==> src/rtl/enemy_wave_scheduler.sv <==
// Wave sequencer for the three enemy slots: round-robin spawn grants,
// LFSR base targeting, per-wave quota, base tracking and win/lose states.
module enemy_wave_scheduler #(
    parameter int         ENEMIES_BASE = 4,
    parameter int         ENEMIES_STEP = 2,
    parameter int         MAX_WAVE     = 8,
    parameter int         BASES        = 3,
    parameter logic [7:0] LFSR_SEED    = 8'hA5
) (
    input  logic       clk,
    input  logic       rst,
    input  logic       start,
    input  logic       spawn_tick,
    input  logic [2:0] slot_active,
    input  logic       base_hit,
    output logic [2:0] spawn_req,
    output logic [1:0] target_sel,
    output logic [3:0] wave,
    output logic [1:0] bases_left,
    output logic       playing,
    output logic       game_over,
    output logic       game_won
);

    typedef enum logic [2:0] {IDLE, WSTART, SPAWN, CLEAR, OVER, WIN} state_t;

    state_t     state_q, state_d;
    logic [3:0] wave_q, wave_d;
    logic [1:0] bases_q, bases_d;
    logic [3:0] quota_q, quota_d;
    logic [2:0] res_q, res_d;
    logic [1:0] rr_q, rr_d;
    logic [7:0] lfsr_q, lfsr_d;
    logic [2:0] spawn_req_q, spawn_req_d;
    logic [1:0] target_q, target_d;
    logic       playing_q, playing_d;
    logic       over_q, over_d;
    logic       won_q, won_d;

    logic [2:0] free;
    logic [1:0] c1, c2, g;
    logic [1:0] tsel;
    logic [4:0] quota_raw;
    logic       playing_st, hit_over, grant;

    function automatic logic [1:0] inc3(input logic [1:0] x);
        return (x == 2'd2) ? 2'd0 : x + 2'd1;
    endfunction

    always_comb begin
        free = ~slot_active & ~res_q;
        c1   = inc3(rr_q);
        c2   = inc3(c1);
        if (free[c1])      g = c1;
        else if (free[c2]) g = c2;
        else               g = rr_q;

        unique case (lfsr_q[1:0])
            2'd0:    tsel = 2'd1;
            2'd1:    tsel = 2'd2;
            2'd2:    tsel = 2'd3;
            default: tsel = 2'd2;
        endcase

        quota_raw = 5'(ENEMIES_BASE)
                  + 5'(({1'b0, wave_q} - 5'd1) * 5'(ENEMIES_STEP));

        playing_st = (state_q == WSTART) || (state_q == SPAWN)
                  || (state_q == CLEAR);
        hit_over   = base_hit && playing_st && (bases_q <= 2'd1);
        // A game-ending hit cancels any grant decided in the same cycle
        grant      = (state_q == SPAWN) && spawn_tick && (|free)
                  && (quota_q != 4'd0) && !hit_over;

        state_d     = state_q;
        wave_d      = wave_q;
        bases_d     = bases_q;
        quota_d     = quota_q;
        res_d       = res_q & ~slot_active;
        rr_d        = rr_q;
        lfsr_d      = {lfsr_q[6:0],
                       lfsr_q[7] ^ lfsr_q[5] ^ lfsr_q[4] ^ lfsr_q[3]};
        spawn_req_d = 3'b000;
        target_d    = target_q;

        unique case (state_q)
            IDLE, OVER, WIN: begin
                if (start) begin
                    wave_d  = 4'd1;
                    bases_d = 2'(BASES);
                    res_d   = 3'b000;
                    rr_d    = 2'd2;
                    state_d = WSTART;
                end
            end
            WSTART: begin
                quota_d = (quota_raw > 5'd15) ? 4'd15 : quota_raw[3:0];
                state_d = SPAWN;
            end
            SPAWN: begin
                if (grant) begin
                    spawn_req_d = 3'b001 << g;
                    target_d    = tsel;
                    res_d       = res_d | (3'b001 << g);
                    rr_d        = g;
                    quota_d     = quota_q - 4'd1;
                    if (quota_q == 4'd1) state_d = CLEAR;
                end else if (quota_q == 4'd0) begin
                    state_d = CLEAR;
                end
            end
            CLEAR: begin
                if (slot_active == 3'b000 && res_q == 3'b000) begin
                    if (wave_q == 4'(MAX_WAVE)) begin
                        state_d = WIN;
                    end else begin
                        wave_d  = wave_q + 4'd1;
                        state_d = WSTART;
                    end
                end
            end
            default: state_d = IDLE;
        endcase

        if (base_hit && playing_st) begin
            if (bases_q != 2'd0) bases_d = bases_q - 2'd1;
            if (hit_over) state_d = OVER;
        end

        playing_d = (state_d == WSTART) || (state_d == SPAWN)
                 || (state_d == CLEAR);
        over_d    = (state_d == OVER);
        won_d     = (state_d == WIN);
    end

    always_ff @(posedge clk) begin
        if (rst) begin
            state_q     <= IDLE;
            wave_q      <= 4'd0;
            bases_q     <= 2'(BASES);
            quota_q     <= 4'd0;
            res_q       <= 3'b000;
            rr_q        <= 2'd2;
            lfsr_q      <= LFSR_SEED;
            spawn_req_q <= 3'b000;
            target_q    <= 2'd0;
            playing_q   <= 1'b0;
            over_q      <= 1'b0;
            won_q       <= 1'b0;
        end else begin
            state_q     <= state_d;
            wave_q      <= wave_d;
            bases_q     <= bases_d;
            quota_q     <= quota_d;
            res_q       <= res_d;
            rr_q        <= rr_d;
            lfsr_q      <= lfsr_d;
            spawn_req_q <= spawn_req_d;
            target_q    <= target_d;
            playing_q   <= playing_d;
            over_q      <= over_d;
            won_q       <= won_d;
        end
    end

    assign spawn_req  = spawn_req_q;
    assign target_sel = target_q;
    assign wave       = wave_q;
    assign bases_left = bases_q;
    assign playing    = playing_q;
    assign game_over  = over_q;
    assign game_won   = won_q;

    a_onehot: assert property (@(posedge clk) disable iff (rst)
        $onehot0(spawn_req_q));
    a_not_active: assert property (@(posedge clk) disable iff (rst)
        (spawn_req_q & slot_active) == 3'b000);

endmodule
==> config.mk <==
export PLATFORM = sky130hd
export DESIGN_NAME = enemy_wave_scheduler
export DESIGN_NICKNAME = d
export VERILOG_FILES = /design/src/rtl/enemy_wave_scheduler.sv
export SDC_FILE = /design/constraint.sdc
export NUM_CORES = 1
export LEC_CHECK = 0
export BUFFER_PORTS_ARGS = -buffer_cell sky130_fd_sc_hd__buf_4
export CAP_MARGIN = 20
export CORE_ASPECT_RATIO = 1.2
export CORE_MARGIN = 2
export CORE_UTILIZATION = 64
export CTS_BUF_LIST = sky130_fd_sc_hd__clkbuf_8
export CTS_CLUSTER_SIZE = 16
export DETAILED_ROUTE_END_ITERATION = 6
export PLACE_DENSITY = 0.87
export SYNTH_ARGS = -nofsm -noshare
export SYNTH_HDL_FRONTEND = slang
export SYNTH_SLANG_ARGS = --single-unit
==> constraint.sdc <==
create_clock -name clk -period 6.25 [get_ports clk]
set_clock_uncertainty 0.15 [all_clocks]
set_input_delay 0.625 -clock clk [delete_from_list [all_inputs] [get_ports clk]]
set_output_delay 0.625 -clock clk [all_outputs]
set_load 0.05 [all_outputs]
==> results.py, run 1 <==
metrics = {
    "routing": {
        "drc": 0,
        "drt_first_pass_iters": 5,
        "routedWlPerCell_um": 15.1,
        "drt-total-wl_mm": 3.63,
        "via_count": 1405,
        "drt_iter0_drc": 53,
        "ant_nets": 0,
        "vias_per_cell": 5.83,
    },
    "yosys": {
        "synthesis.nets": 201,
        "synth-main-ff-cell": "dfxtp_1",
        "yosysTopAreaCellShare_pct": 39.9,
        "yosysTopAreaCell": "dfxtp_1",
        "synth.most_common_cell": "dfxtp_1",
        "yosysSeqAreaShare_pct": 39.9,
        "netlist_top_cells_count": "dfxtp_1, nor2_1, inv_1, nor3_1",
        "async_flop_share_pct": 0,
        "yosys_warnings": 0,
        "netlist_instances": 186,
        "synth_area_um2": 1710,
        "ys_seq_elements": 34,
        "avgSynthCellArea_um2": 9.18,
        "ys_types": 45,
        "synthTopCellsByArea": "dfxtp_1, ha_1, nor3_1, nor2_1, inv_1",
        "synth_edf_count": 0,
    },
    "min_path": {
        "hp-class": "reg2reg",
    },
    "power_and_ir_drop": {
        "pwr-share-seq_pct": 47.1,
        "p_leak_nw": 0.791,
        "power.internal_uw": 362,
        "p_sw_share_pct": 31.8,
        "pwr-share-comb_pct": 24.7,
        "p_clk_share_pct": 28.3,
        "power.total_uw": 530,
        "p_switching_uw": 168,
        "ir_drop_v": 0.000241,
        "cellPowerDensity_nw_per_um2": 273,
    },
    "floorplan": {
        "die_x_um": 51.1,
        "die_h_um": 60.6,
        "io_pins": 22,
        "std_cell_rows": 20,
        "fp.coreArea_um2": 2530,
        "fp.dieArea_um2": 3100,
        "start_util_pct": 67.5,
    },
    "clock_network": {
        "clk_latency_ns": 0.28,
        "cts_resized": 0,
        "cts-buffers-inserted": 5,
        "clkSinkCount": 34,
        "clkTransAtPathRegs_ns": 0.07,
        "clock_path_buffers": 2,
        "cts_root_buf": "clkbuf_8",
        "post-cts-setup-buffers": 0,
        "htree_levels": 2,
        "cts_tree": "yes",
        "hold_buffers": 0,
    },
    "timing": {
        "slew_headroom_pct": 34.9,
        "fin_setup_tns_ns": 0,
        "setup_viol": 0,
        "rsz0062_at_grt": "false",
        "fin_crit_ns": 2.37,
        "worst_slew_pin_slew_ns": 0.974,
        "slew_viol_final": 0,
        "period_share_pct": 37.9,
        "max_freq_mhz": 422,
        "hold_viol_final": 0,
    },
    "grt": {
        "track_usage_pct": 26.5,
        "grt_pass1_wl_mm": 6.07,
        "grt_max_degree": 33,
        "antenna_found_initial": 0,
        "grt_pass1_vias": 1431,
        "grt-ovfl-total": 0,
    },
    "worst_setup_path": {
        "startpoint_type": "register",
        "worstSetupEndpointType": "register",
        "rrSetupSlack_ns": 3.88,
        "r2r_start": "state_q[2]",
        "crit_required_ns": 6.28,
        "critical_path_peak_fanout": 10,
        "critPathLaunch": "state_q[2]",
        "crit_path_end": "res_q[1]",
        "worstPathArrival_ns": 2.40,
        "crit_type": "reg2reg",
        "r2r_cells": 4,
        "r2r-end": "res_q[1]",
    },
    "finish": {
        "fin_util_pct": 76.9,
        "drive_above_1_share_pct": 21.2,
        "nets": 223,
        "syn_to_final_growth_pct": 13.9,
        "diodes": 0,
        "fin_cells": 241,
    },
    "place": {
        "port_buffers": 21,
        "gp_congestion": 0.813,
        "post-dp-hpwl_mm": 2.66,
        "dp_cells": 234,
    },
    "status": {
        "status": "finished, final reports clean",
    },
    "flow_run": {
        "cap_violations": 0,
    },
}
[power groups by stage]
| stage | clock network, mW | registers (mW) | logic, mW |
|---|---|---|---|
| after floorplan | 0 | 0.260 | 0.0939 |
| after global placement | 0 | 0.253 | 0.123 |
| after detailed placement | 0 | 0.254 | 0.129 |
| after CTS | 0.151 | 0.249 | 0.131 |
| after global routing | 0.158 | 0.252 | 0.144 |
| final | 0.150 | 0.249 | 0.131 |
[layout make-up]
cell class | count | area, um2
inverters | 15 | 56.3
clock inverters | 2 | 10.0
flip-flops and latches | 34 | 681
well taps | 33 | 41.3
multi-input cells | 131 | 928
fillers | 180 | 584
clock buffers | 5 | 68.8
repair buffers | 21 | 158
[state kept, by name (all words and copies together) (netlist names)]
register,flops
lfsr_q,8
quota_q,4
wave,4
res_q,3
spawn_req,3
state_q,3
bases_left,2
rr_q,2
target_sel,2
game_over,1
game_won,1
playing,1
[placed cells by master, fill, tap and decap left out, drive strengths merged, types with 2 or more instances in the layout]
cell type  netlist  layout
xnor2            3       3
xor2             6       6
ha               7       7
a21oi            8       8
a211oi           3       3
nand2            7       7
nor3b            2       2
nor4b            2       2
o22ai            3       3
clkinv           0       2
or2              8       8
inv             15      15
mux2i            4       4
nand2b           3       3
buf              3      21
nand3            3       3
or3              2       2
o21ai            8       8
nor3            15      15
nor2            19      19
dfxtp           34      34
nor2b            8       8
a22oi            2       2
clkbuf           3       5
a31o             3       3
[critical path, cell delays in order (launching register included)]
cell	delay, ns
dfxtp_1	0.64
nor2b_1	0.13
nor3b_1	0.81
nor2_1	0.23
a31o_2	0.31
[through the flow]
step | hold WS [ns] | worst slack [ns] | instance area [um2]
final | 0.274 | 3.88 | 1940
after global routing | 0.290 | 3.76 | 1940
after CTS | 0.279 | 3.94 | 1940
after detailed placement | 0.259 | 3.87 | 1860
after global placement | 0.247 | 3.88 | 1860
after floorplan | 0.239 | 3.82 | 1710
[logic make-up after synthesis]
logic type / after synthesis / share of synthesized area (%)
AO/OA/AOI/OAI: 37 / 16.3
XOR/XNOR: 9 / 4.62
adder cells (fa/ha/maj): 7 / 5.13
buffers and inverters: 21 / 5.72
flip-flops: 34 / 39.9
multiplexers: 4 / 2.35
AND/OR/NAND/NOR: 74 / 26.0
[how the worst min path moves through the flow]
stage	startpoint	to	slack [ns]	cells past startpoint
finish	lfsr_q[6]	lfsr_q[7]	0.27	1
global route	lfsr_q[6]	lfsr_q[7]	0.29	1
CTS	lfsr_q[6]	lfsr_q[7]	0.28	1
detailed placement	lfsr_q[6]	lfsr_q[7]	0.26	1
global placement	lfsr_q[6]	lfsr_q[7]	0.25	1
floorplan	lfsr_q[6]	lfsr_q[7]	0.24	1
[metal layers]
layer	share of wire, %	global-route usage, %
met1	42	28.7
met2	52	48.6
met3	4.1	6.40
met4	2.3	12.4
met5	0	0
(Power assumes the default switching activity.)
==> inputs of run 2 (changes only) <==
Settings changed: CORE_UTILIZATION 64 to 59, PLACE_DENSITY 0.87 to 0.81.
Clock period 6.25 ns to 2.33 ns, I/O delays scaled along.
==> run 2 against run 1 <==
Critical path depth is 5 higher. Setup slack worse by 3.8 ns. Global-route usage is 2.4 points lower. Sequential power grew to 2.7 times the previous value. Core utilization is 4.4 points lower. Critical path type unchanged. Cell area is 3.9% higher. Sequential cell count stayed put.
==> results.py, run 2 (same netlist as run 1, synthesis figures left out) <==
metrics = {
    "floorplan": {
        "die_x_um": 53.1,
        "die_h_um": 62.9,
        "io_pins": 22,
        "start_util_pct": 61.3,
        "std_cell_rows": 21,
        "fp.coreArea_um2": 2790,
        "fp.dieArea_um2": 3340,
    },
    "worst_setup_path": {
        "critical_path_peak_fanout": 7,
        "crit_type": "reg2reg",
        "worstSetupEndpointType": "register",
        "worstPathArrival_ns": 2.29,
        "crit_required_ns": 2.35,
        "startpoint_type": "register",
    },
    "finish": {
        "nets": 227,
        "drive_above_1_share_pct": 23.9,
        "diodes": 0,
        "largest_reg_flops": 8,
        "syn_to_final_growth_pct": 18.3,
        "final_common_cell": "dfxtp_1",
        "layout_common_cells": "dfxtp_1, buf_4, nor2_1, inv_1, nor3_1",
        "largest_register": "lfsr_q",
        "final_area_um2": 2020,
    },
    "grt": {
        "grt_max_degree": 33,
        "antenna_found_initial": 0,
        "grt_use_met2_pct": 41.7,
        "grt-ovfl-total": 0,
        "grtUsageMet1_pct": 26.9,
        "top_usage_layer": "met2",
        "grt_pass1_vias": 1388,
        "grtUsageMet3_pct": 7.18,
        "grt_pass1_wl_mm": 5.98,
        "track_usage_pct": 24.0,
    },
    "clock_network": {
        "clkTransAtPathRegs_ns": 0.07,
        "clkSinkCount": 34,
        "clock_path_buffers": 2,
        "cts_tree": "yes",
        "cts-buffers-inserted": 5,
        "cts_root_buf": "clkbuf_8",
        "htree_levels": 2,
        "post-cts-setup-buffers": 0,
        "clk_latency_ns": 0.29,
    },
    "timing": {
        "fin_crit_ns": 2.28,
        "setup_viol": 0,
        "rsz0062_at_grt": "false",
        "slew_viol_final": 0,
        "max_freq_mhz": 439,
        "hold_viol_final": 0,
        "slew_headroom_pct": 62.9,
        "period_share_pct": 97.7,
        "worst_slew_pin_slew_ns": 0.552,
        "fin_setup_tns_ns": 0,
    },
    "min_path": {
        "hp-class": "in2reg",
    },
    "routing": {
        "drt_first_pass_iters": 4,
        "routedWlPerCell_um": 14.9,
        "drt_iter0_drc": 56,
        "via_count": 1420,
        "ant_nets": 0,
        "drc": 0,
        "vias_per_cell": 5.75,
        "drt-total-wl_mm": 3.68,
    },
    "place": {
        "placed_cell_area_um2": 1900,
        "port_buffers": 21,
        "gp_congestion": 0.814,
        "post-dp-hpwl_mm": 2.55,
    },
    "power_and_ir_drop": {
        "cellPowerDensity_nw_per_um2": 778,
        "ir_drop_v": 0.000877,
        "p_leak_nw": 0.836,
    },
    "status": {
        "status": "finished, final reports clean",
    },
    "flow_run": {
        "cap_violations": 0,
    },
}
-- run 2: layout make-up --
type	count	area, um2
Fill cell	219	766
Timing Repair Buffer	25	188
Sequential cell	34	683
Multi-Input combinational cell	131	943
Clock buffer	5	68.8
Clock inverter	3	37.5
Tap cell	34	42.5
Inverter	15	56.3
-- run 2: routing by layer --
metal / wire length (um) / part of all wire [%]
met5: 0 / 0
met4: 41 / 1.1
met3: 178 / 4.8
met2: 1910 / 52
met1: 1550 / 42
-- run 2: timing repair --
action	in CTS	in global routing
gates resized for setup	0	2
hold buffers	0	0
endpoints found under the setup margin	0	1
-- run 2: worst max-delay path, cell delays in order (launching register included) --
cell	delay (ns)
dfxtp_2	0.39
inv_1	0.10
ha_1	0.22
xor2_1	0.16
ha_1	0.21
xor2_2	0.24
xnor2_2	0.13
nand2_1	0.10
o21ai_0	0.10
a221oi_1	0.33
-- run 2: path summary, 6_finish.rpt --
path	slack, ns	startpoint	cells after the start	endpoint
hold / removal	0.11	slot_active[2]	3	res_q[2]
setup / recovery	0.05	wave[0]	9	quota_q[2]
setup reg to reg	0.05	wave[0]	9	quota_q[2]
hold reg to reg	0.26	lfsr_q[6]	1	lfsr_q[7]
-- run 2: per-stage QoR --
stage / hold slack, ns / cells / util (%) / power, mW / worst slack, ns
floorplan: 0.158 / 186 / - / 0.949 / 0.133
CTS: 0.113 / 247 / 72.0 / 1.56 / 0.0332
detailed placement: 0.255 / 239 / 68.1 / 1.04 / 0.207
global route: 0.117 / 247 / 72.5 / 1.64 / 0.0368
global placement: 0.247 / 239 / 68.1 / 1.02 / 0.326
finish: 0.108 / 247 / 72.5 / 1.57 / 0.0540
-- run 2: report_power, final --
| group | switching, mW | internal, mW | total, mW |
|---|---|---|---|
| logic | 0.221 | 0.161 | 0.382 |
| clock network | 0.215 | 0.311 | 0.526 |
| registers | 0.0387 | 0.624 | 0.663 |
